`src/rtl/riscv_lsu.sv`:
```
// Load-store unit: turns core byte/half/word requests into word-addressed, byte-enabled bus accesses.
// Define LSU_MISALIGN_CHECK_EN to reject misaligned H/W accesses without touching the bus.
module riscv_lsu #(
    parameter int unsigned TIMEOUT_CYCLES = 0
) (
    input  logic        clk_i,
    input  logic        rst_i,
    input  logic        core_req_i,
    input  logic        core_we_i,
    input  logic [2:0]  core_size_i,
    input  logic [31:0] core_addr_i,
    input  logic [31:0] core_wd_i,
    output logic [31:0] core_rd_o,
    output logic        core_stall_o,
    output logic        mem_req_o,
    output logic        mem_we_o,
    output logic [3:0]  mem_be_o,
    output logic [31:0] mem_addr_o,
    output logic [31:0] mem_wd_o,
    input  logic [31:0] mem_rd_i,
    input  logic        mem_ready_i,
    output logic        bus_err_o,
    output logic        misalign_o
);

    typedef enum logic [1:0] {
        IDLE,
        BUSY,
        DONE
    } state_t;

    state_t      state;
    logic [2:0]  lat_size;
    logic [1:0]  lat_off;
    logic [31:0] rd_word;
    logic [31:0] timer;

    logic [3:0]  req_be;
    logic [31:0] req_wd;
    logic        misaligned;
    logic [7:0]  sel_byte;
    logic [15:0] sel_half;

    // Lane placement of the incoming request; unknown sizes behave as a full word.
    always_comb begin
        req_be = 4'b1111;
        req_wd = core_wd_i;
        case (core_size_i)
            3'd0, 3'd4: begin
                req_be = 4'b0001 << core_addr_i[1:0];
                req_wd = {4{core_wd_i[7:0]}};
            end
            3'd1, 3'd5: begin
                req_be = 4'b0011 << {core_addr_i[1], 1'b0};
                req_wd = {2{core_wd_i[15:0]}};
            end
            default: ;
        endcase
    end

`ifdef LSU_MISALIGN_CHECK_EN
    always_comb begin
        misaligned = 1'b0;
        case (core_size_i)
            3'd0, 3'd4: misaligned = 1'b0;
            3'd1, 3'd5: misaligned = core_addr_i[0];
            default:    misaligned = (core_addr_i[1:0] != 2'b00);
        endcase
    end
`else
    assign misaligned = 1'b0;
`endif

    assign core_stall_o = !rst_i && core_req_i && (state != DONE);

    always_ff @(posedge clk_i) begin
        if (rst_i) begin
            state      <= IDLE;
            lat_size   <= 3'd0;
            lat_off    <= 2'd0;
            rd_word    <= 32'd0;
            timer      <= 32'd0;
            mem_req_o  <= 1'b0;
            mem_we_o   <= 1'b0;
            mem_be_o   <= 4'd0;
            mem_addr_o <= 32'd0;
            mem_wd_o   <= 32'd0;
            bus_err_o  <= 1'b0;
            misalign_o <= 1'b0;
        end else begin
            case (state)
                IDLE: begin
                    if (core_req_i) begin
                        lat_size   <= core_size_i;
                        lat_off    <= core_addr_i[1:0];
                        mem_we_o   <= core_we_i;
                        mem_be_o   <= req_be;
                        mem_addr_o <= {core_addr_i[31:2], 2'b00};
                        mem_wd_o   <= req_wd;
                        timer      <= 32'd0;
                        if (misaligned) begin
                            rd_word    <= 32'd0;
                            misalign_o <= 1'b1;
                            state      <= DONE;
                        end else begin
                            mem_req_o <= 1'b1;
                            state     <= BUSY;
                        end
                    end
                end
                BUSY: begin
                    // A ready arriving on the timeout cycle still completes the access.
                    if (mem_ready_i) begin
                        if (!mem_we_o) begin
                            rd_word <= mem_rd_i;
                        end
                        mem_req_o <= 1'b0;
                        state     <= DONE;
                    end else if ((TIMEOUT_CYCLES != 0) && (timer == 32'(TIMEOUT_CYCLES - 1))) begin
                        mem_req_o <= 1'b0;
                        bus_err_o <= 1'b1;
                        rd_word   <= 32'd0;
                        state     <= DONE;
                    end else begin
                        timer <= timer + 32'd1;
                    end
                end
                DONE: begin
                    bus_err_o  <= 1'b0;
                    misalign_o <= 1'b0;
                    state      <= IDLE;
                end
                default: state <= IDLE;
            endcase
        end
    end

    always_comb begin
        sel_byte = rd_word[7:0];
        case (lat_off)
            2'd0: sel_byte = rd_word[7:0];
            2'd1: sel_byte = rd_word[15:8];
            2'd2: sel_byte = rd_word[23:16];
            2'd3: sel_byte = rd_word[31:24];
            default: ;
        endcase
        sel_half = lat_off[1] ? rd_word[31:16] : rd_word[15:0];
    end

    always_comb begin
        core_rd_o = rd_word;
        case (lat_size)
            3'd0: core_rd_o = {{24{sel_byte[7]}}, sel_byte};
            3'd4: core_rd_o = {24'd0, sel_byte};
            3'd1: core_rd_o = {{16{sel_half[15]}}, sel_half};
            3'd5: core_rd_o = {16'd0, sel_half};
            default: core_rd_o = rd_word;
        endcase
    end

endmodule
```
`config.mk`:
```
export PLATFORM = sky130hd
export DESIGN_NAME = riscv_lsu
export DESIGN_NICKNAME = d
export VERILOG_FILES = /design/src/rtl/riscv_lsu.sv
export SDC_FILE = /design/constraint.sdc
export NUM_CORES = 1
export LEC_CHECK = 0
export ABC_AREA = 1
export BUFFER_PORTS_ARGS = -buffer_cell sky130_fd_sc_hd__buf_4
export CAP_MARGIN = 20
export CORE_MARGIN = 3
export CORE_UTILIZATION = 35
export CTS_BUF_LIST = sky130_fd_sc_hd__clkbuf_16
export DETAILED_ROUTE_END_ITERATION = 6
export GPL_TIMING_DRIVEN = 0
export PLACE_DENSITY_LB_ADDON = 0.08
export SLEW_MARGIN = 20
export SYNTH_ARGS = -nofsm -noshare
export SYNTH_HDL_FRONTEND = slang
export SYNTH_SLANG_ARGS = --single-unit
```
`constraint.sdc`:
```
create_clock -name clk_i -period 3.5 [get_ports clk_i]
set_input_delay 0.7 -clock clk_i [delete_from_list [all_inputs] [get_ports clk_i]]
set_output_delay 0.7 -clock clk_i [all_outputs]
set_load 0.05 [all_outputs]
```
### Yosys cells after proc, flatten, opt, wreduce, memory -nomap -nowiden

Cells that the tools add are included.

* flip-flop bits (word level): 107
* input bits: 104
* output and inout bits: 105
* logic and storage cells: 50

* eq/ne operators: 13
* shift operators: 2
* muxes and demuxes: 11
* bitwise gates (word level): 1
* reductions and logical operators: 14

Operators with widths (count)
* $pmux W32 S4: 1
* $pmux W32 S2: 1
* $pmux W8 S4: 1
* $mux W16: 1
* $eq A3 B3 Y1 const B: 4
* $pmux W4 S2: 1
* $eq A3 B1 Y1 const B: 2
* $logic_not A3 Y1: 2
* $ne A2 B2 Y1 const B: 3
* $reduce_and A3 Y1: 2
* $eq A2 B1 Y1 const B: 2
* $eq A2 B2 Y1 const B: 2
* $logic_not A2 Y1: 2
* $mux W2: 2
* $pmux W2 S2: 1
* $reduce_and A2 Y1: 2
* $reduce_or A2 Y1: 2
* $shl A1 B2 Y4 const A: 1
* $shl A2 B2 Y4 const A: 1
* $logic_and A1 B1 Y1: 2
* $mux W1: 2
* $pmux W1 S2: 1
* $reduce_bool A2 Y1: 1
* $logic_not A1 Y1: 1
* $not A1 Y1: 1

### Longest topological paths before layout

Gate-level depths: netlist of the first run.

* depth after elaboration: 3
* mapped depth: 8
* gate-level depth less buffers: 7

### Worst setup path after synthesis of the first run

Ideal clock, no wire load.

* path type: input port to output port
* from: in rst_i
* to: out core_stall_o
* arrival time: 2.015 ns
* required time: 2.800 ns
* slack: 0.785 ns
* stages: 2
* path buffers: 1
* cell sequence: buf_2 -> a211oi_1

* cells in the longest elaborated chain, start to end: 3

RTL lines
* start: declaration: line 7 `input logic rst_i,`
* $logic_not A1 Y1: line 74 `assign core_stall_o = !rst_i && core_req_i && (state != DONE);`
* $logic_and A1 B1 Y1 (2 in a row): line 74
* end: declaration: line 14 `output logic core_stall_o,`

No other way between the ends.

### Worst setup path after layout of the first run

* from: reg lat_off[0]
* to: out core_rd_o[8]

* cells in the longest elaborated chain, start to end: 3
* elaborated cells between the ends (all ways): 6
* those cells by class: 3 x eq/ne; 2 x mux; 1 x reduce/logical

RTL lines
* start: declaration: line 34 `logic [1:0] lat_off;`
* start signal: assignment: line 95 `lat_off <= core_addr_i[1:0];`
* $eq A2 B2 Y1 (tied with other cells): line 140 `case (lat_off)`
* $pmux W8 S4 (*): line 140
* $pmux W32 S4 (*): line 152 `case (lat_size)`
* end: declaration: line 13 `output logic [31:0] core_rd_o,`

Mark *: on every way between the ends. The rest lies on a longest branch, timed or not.

==> results of run 1 <==
-- stage by stage --
stage / utilization [%] / instances / hold WS [ps] / setup WS (ps)
global placement: 49.49 / 1113 / 454.5 / 1286
global route: 51.51 / 1129 / 487.0 / 759.4
CTS: 51.51 / 1129 / 470.4 / 907.0
floorplan: - / 735 / 443.6 / 785.0
finish: 51.51 / 1129 / 469.0 / 920.7
detailed placement: 49.49 / 1113 / 458.8 / 1300
-- synth_stat cells (3+ instances only) --
cell      number  area (µm²)
buf_6          4       45.04
buf_4         16       120.1
nand2_1      171       641.9
inv_1         24       90.09
nand2_2        3       18.77
o21ai_0       89       445.4
clkbuf_1      20       75.07
nor2_1        86       322.8
buf_2         18       90.09
nand3_1       85       425.4
nor2_4         3       33.78
dfxtp_1      107        2142
a21oi_1       95       475.5
inv_2          6       22.52
-- layout make-up --
cell class              instances  area share [%]
multi-input cells             540           34.43
flip-flops and latches        107           30.56
repair buffers                202           21.63
plain buffers                  58           4.712
clock buffers                   9           3.213
well taps                     176           3.141
inverters                      30           1.606
clock inverters                 7          0.7139
-- power by group through the flow --
stage | Clock, mW | Combinational (mW) | Sequential (mW)
global placement | 0 | 1.22 | 1.38
global route | 1.05 | 1.30 | 1.36
detailed placement | 0 | 1.22 | 1.38
CTS | 1.01 | 1.22 | 1.35
floorplan | 0 | 0.590 | 1.60
finish | 0.981 | 1.22 | 1.35
-- flip-flops by register name, summed over array words and instances (netlist names) --
register    count
lat_off         2
lat_size        3
mem_addr_o     30
mem_be_o        4
mem_req_o       1
mem_wd_o       32
mem_we_o        1
rd_word        32
state           2
-- logic make-up (layout without fill, tap and decap cells) --
| kind of cell | Yosys count | in the layout | share of synthesized area [%] |
|---|---|---|---|
| compound gates | 185 | 185 | 18.62 |
| buf+inv | 88 | 306 | 8.881 |
| flops | 107 | 107 | 42.95 |
| other cells | 1 | 4 | 0.07519 |
| simple gates | 351 | 351 | 29.48 |
-- routing by layer --
layer  wire length (µm)  vias up
met5                  0        -
met4                182        0
met3               1568       13
met2               8370      198
met1               7239     2454
li1                   -     2837
-- path summary, 6_finish.rpt --
kind / slack (ps) / end / cells after the start
worst max-delay path: 920 / core_rd_o[8] / 7
worst min register to register: 470 / mem_wd_o[6]$_SDFFE_PP0P_ / 2
worst max register to register: 2110 / rd_word[24]$_SDFFE_PP0P_ / 6
worst min-delay path: 470 / mem_wd_o[6]$_SDFFE_PP0P_ / 2
-- cells in the final DEF, fill, tap and decap left out --
cell type,netlist,layout
buf_2,18,18
nor3_1,1,1
nand3_2,1,1
nand3_1,85,85
clkbuf_1,20,20
clkinv_2,0,2
a21oi_1,95,95
conb_1,1,4
clkbuf_16,0,9
buf_6,4,4
a211oi_1,1,1
nand2_2,3,3
inv_1,24,24
clkinv_1,0,1
inv_2,6,6
inv_6,0,2
nand2_1,171,171
buf_4,16,218
nor2_1,86,86
inv_8,0,1
nor2_4,3,3
clkinvlp_4,0,1
dfxtp_1,107,107
nand4_2,1,1
o21ai_0,89,89
-- critical path: cells and delay by family (launching register included) --
| family | cells | cell delay [ps] |
|---|---|---|
| buffers and inverters | 4 | 830 |
| and+or+nand+nor | 3 | 400 |
| DFF | 1 | 300 |
==> flow_summary.ini, run 1 <==
[place]
place_area_mm2 = 0.006735
gp_congestion = 0.8883
place_hpwl_mm = 13.39
io_buffers = 202

[pwr]
p_comb_share_pct = 34.3
internal-power_mw = 2.175
power_mw = 3.553
p_per_area_mw_per_mm2 = 506.8
p_seq_share_pct = 38.1
swShare_pct = 38.77
vdd_drop_max_uv = 337.8
pwr-share-clk_pct = 27.6
power_leakage_nw = 3.245
power.switching_mw = 1.377

[global_route]
use_met2_pct = 36.63
top_usage_layer = met2
grt_pass1_wl_mm = 27.30
gr-total-overflow = 0
grt.total_usage_pct = 21.56
grt_util_met1_pct = 25.92
antenna_found_initial = 0
grt_max_degree = 19
grt_pass1_vias = 5204
grt_util_met3_pct = 8.358

[logic_synthesis]
seq_area_frac_synth_pct = 42.95
ys.flop_type = dfxtp_1
synth_enable_flop_cells = 0
syn_inst = 732
avgSynthCellArea_um2 = 6.813
synth_area_mm2 = 0.004987
synth-seq-cells = 107
synth_cell_types = 19
async_flop_share_pct = 0
yosysWarnings = 0

[sta]
clock-skew-final_ps = 5.756
maxSlewViolCount = 0
tightestPinTransition_ps = 581.0
finalCritPeriodShare_pct = 73.70
fin_tns_setup_ps = 0
finalHoldViolations = 0
grt_setup_unrepaired = no
finalWorstPathRequiredPeriod_ps = 2579
fmax_mhz = 387.7
setup_violations = 0
relSlewSlack_pct = 61.26

[finish]
syn_to_final_growth_pct = 40.57
final_area_mm2 = 0.007010
multiInputGateArea_mm2 = 0.002414
fillers = 1486
drive_above_1_share_pct = 28.23
nets = 1052
antenna_cells = 0
register_area_mm2 = 0.002142

[critical_path]
crit_type = reg -> out
cp_slowest_cell = dfxtp_1
critPathCaptureType = primary output
crit_path_max_fanout = 10
worstPathCellList = buf_4 -> inv_1 -> nand2_1 -> nand4_2 -> buf_4 -> nand3_1 -> buf_4
startpoint = lat_off[0]$_SDFFE_PP0P_
required_ps = 2800
cp-start-kind = register
r2r_start = state[0]$_SDFFE_PP0P_
crit_arrival_ps = 1880
max_stage_delay_ps = 300
cp_common_cell = buf_4

[clock_network]
cts_tree = built
cts-hold-fix-buffers = 0
root_buffer = clkbuf_16
post-cts-setup-buffers = 0
clk_pin_slew_ps = 80
htree_levels = 3
clk_latency_ps = 350
clockBufferDepth = 2
cts-buffers-inserted = 9
cts.sinks = 107
cts_resized = 0

[die]
dieHeight_um = 125.4
floorplan.initialDensity_pct = 36.64
die_area_mm2 = 0.01572
boundaryPins = 209
die_w_um = 125.4
rows = 42
coreArea_mm2 = 0.01361

[status]
outcome = completed

[routing]
first_iter_violations = 339
via_count = 5502
route.detailed.drc = 0
routedWlPerCell_um = 15.38
firstDrtPassIters = 5
routed_via_density = 4.873
wl_mm = 17.36
drtAntennaViolNets = 0

[job]
cap_violations = 0

[min_path]
hp-start = mem_wd_o[6]$_SDFFE_PP0P_
worst_hold_path_type = reg -> reg
Note: power is estimated with default switching activity, not from simulation.
==> run 2: changes to the inputs <==
- clock period: 3.5 -> 2.3 ns (I/O delays scaled with it)
==> run 2 against run 1 <==
Against the previous run:
- register-to-register slack worse by 1200 ps
- global-route usage unchanged
- sequential power is 53% higher
- sequential share of layout area decreased by 0.36 points
- combinational power rose by 55%
- wire length grew 0.28%
- worst setup slack worse by 830 ps
- non-clock buffer count rose by 1
- sequential cell count is the same
- largest power group unchanged
- highest routed layer unchanged
==> flow_summary.ini, run 2 (same netlist as run 1, synthesis figures left out) <==
[global_route]
antenna_found_initial = 0
grt_pass1_vias = 5218
grt_max_degree = 19
grt.total_usage_pct = 21.56
gr-total-overflow = 0
grt_pass1_wl_mm = 27.29

[sta]
relSlewSlack_pct = 62.49
maxSlewViolCount = 0
fin_tns_setup_ps = 0
finalCritPeriodShare_pct = 95.92
finalWorstPathRequiredPeriod_ps = 2206
clock-skew-final_ps = 6.494
fmax_mhz = 453.3
setup_violations = 0
finalHoldViolations = 0
tightestPinTransition_ps = 562.7
hold_ws_ps = 354.8

[finish]
layout_common_cells = 214 x buf_4, 171 x nand2_1, 106 x dfxtp_1, 93 x a21oi_1, 89 x o21ai_0
largestRegisters = mem_wd_o (32), rd_word (32), mem_addr_o (30)
final_area_mm2 = 0.007098
syn_to_final_growth_pct = 42.32
nets = 1053
layout_commonest_cell = buf_4
antenna_cells = 0
drive_above_1_share_pct = 29.04

[status]
outcome = completed

[routing]
first_iter_violations = 343
routedWlPerCell_um = 15.41
met3_length_mm = 1.557
via_count = 5491
wl_mm = 17.41
met1_length_mm = 7.222
routed_via_density = 4.859
firstDrtPassIters = 5
drtAntennaViolNets = 0
routed.top_layer = met4
wl_met2_mm = 8.470
route.detailed.drc = 0

[clock_network]
root_buffer = clkbuf_16
cts_tree = built
clockBufferDepth = 2
htree_levels = 3
cts-hold-fix-buffers = 0
clk_pin_slew_ps = 80
cts.sinks = 107
clk_latency_ps = 350
cts-buffers-inserted = 9

[die]
floorplan.initialDensity_pct = 36.64
boundaryPins = 209
dieHeight_um = 125.4
die_area_mm2 = 0.01572
die_w_um = 125.4
rows = 42
coreArea_mm2 = 0.01361

[min_path]
worst_hold_path_type = in -> reg

[place]
place_hpwl_mm = 13.39
gp_congestion = 0.8883
place_area_mm2 = 0.006735
io_buffers = 202

[critical_path]
required_ps = 1840
crit_path_max_fanout = 10
crit_arrival_ps = 1750
cp-start-kind = register
critPathCaptureType = primary output
crit_type = reg -> out

[pwr]
p_per_area_mw_per_mm2 = 766.6
power_leakage_nw = 3.270
vdd_drop_max_uv = 514.5

[job]
cap_violations = 0
run 2: worst paths after layout:
path | start | end | slack [ps] | cells past startpoint
setup reg to reg | state[0]$_SDFFE_PP0P_ | rd_word[24]$_SDFFE_PP0P_ | 880 | 6
hold reg to reg | mem_wd_o[25]$_SDFFE_PP0P_ | mem_wd_o[25]$_SDFFE_PP0P_ | 470 | 2
setup / recovery | lat_off[1]$_SDFFE_PP0P_ | core_rd_o[8] | 90 | 7
hold / removal | core_addr_i[24] | mem_addr_o[24]$_SDFFE_PP0P_ | 350 | 3
run 2: power breakdown:
part / internal (mW) / total [mW] / switching (mW) / leakage (nW)
combinational: 0.605 / 1.89 / 1.28 / 2.25
sequential: 1.98 / 2.06 / 0.0780 / 0.880
clock: 0.744 / 1.49 / 0.746 / 0.136
run 2: routing by layer:
metal / vias to the layer above / track usage, %
met5: - / 0
met4: 0 / 4.783
met3: 13 / 8.358
met2: 192 / 36.70
met1: 2446 / 25.87
li1: 2840 / -
run 2: cell type report:
type                            instances  area (µm²)
Clock inverter                          7       50.05
Fill cell                            1481        6513
Clock buffer                            9       225.2
Buffer                                 58       350.3
Tap cell                              176       220.2
Sequential cell                       107        2143
Inverter                               30       118.9
Timing Repair Buffer                  203        1550
Multi-Input combinational cell        540        2440
run 2: metrics by stage:
step           std cells  setup WS, ps  power, mW  util [%]
6_report            1130         93.84      5.441     52.15
3_3_place_gp        1113         325.6      3.961     49.49
2_1_floorplan        735         65.04      3.326         -
3_5_place_dp        1113         340.4      3.964     49.49
4_1_cts             1130         6.311      5.461     51.65
5_1_grt             1130        -2.573      5.698     52.15
run 2: repair_timing:
item	CTS	global route
setup buffers	1	0
endpoints found under the setup margin	21	31
resized for setup	4	23
run 2: critical path, stage by stage (launching register included):
cell	delay [ps]
dfxtp_2	350
inv_2	130
nand2_1	90
nand3_1	140
nand4_4	160
buf_4	220
nand3_1	120
buf_6	180
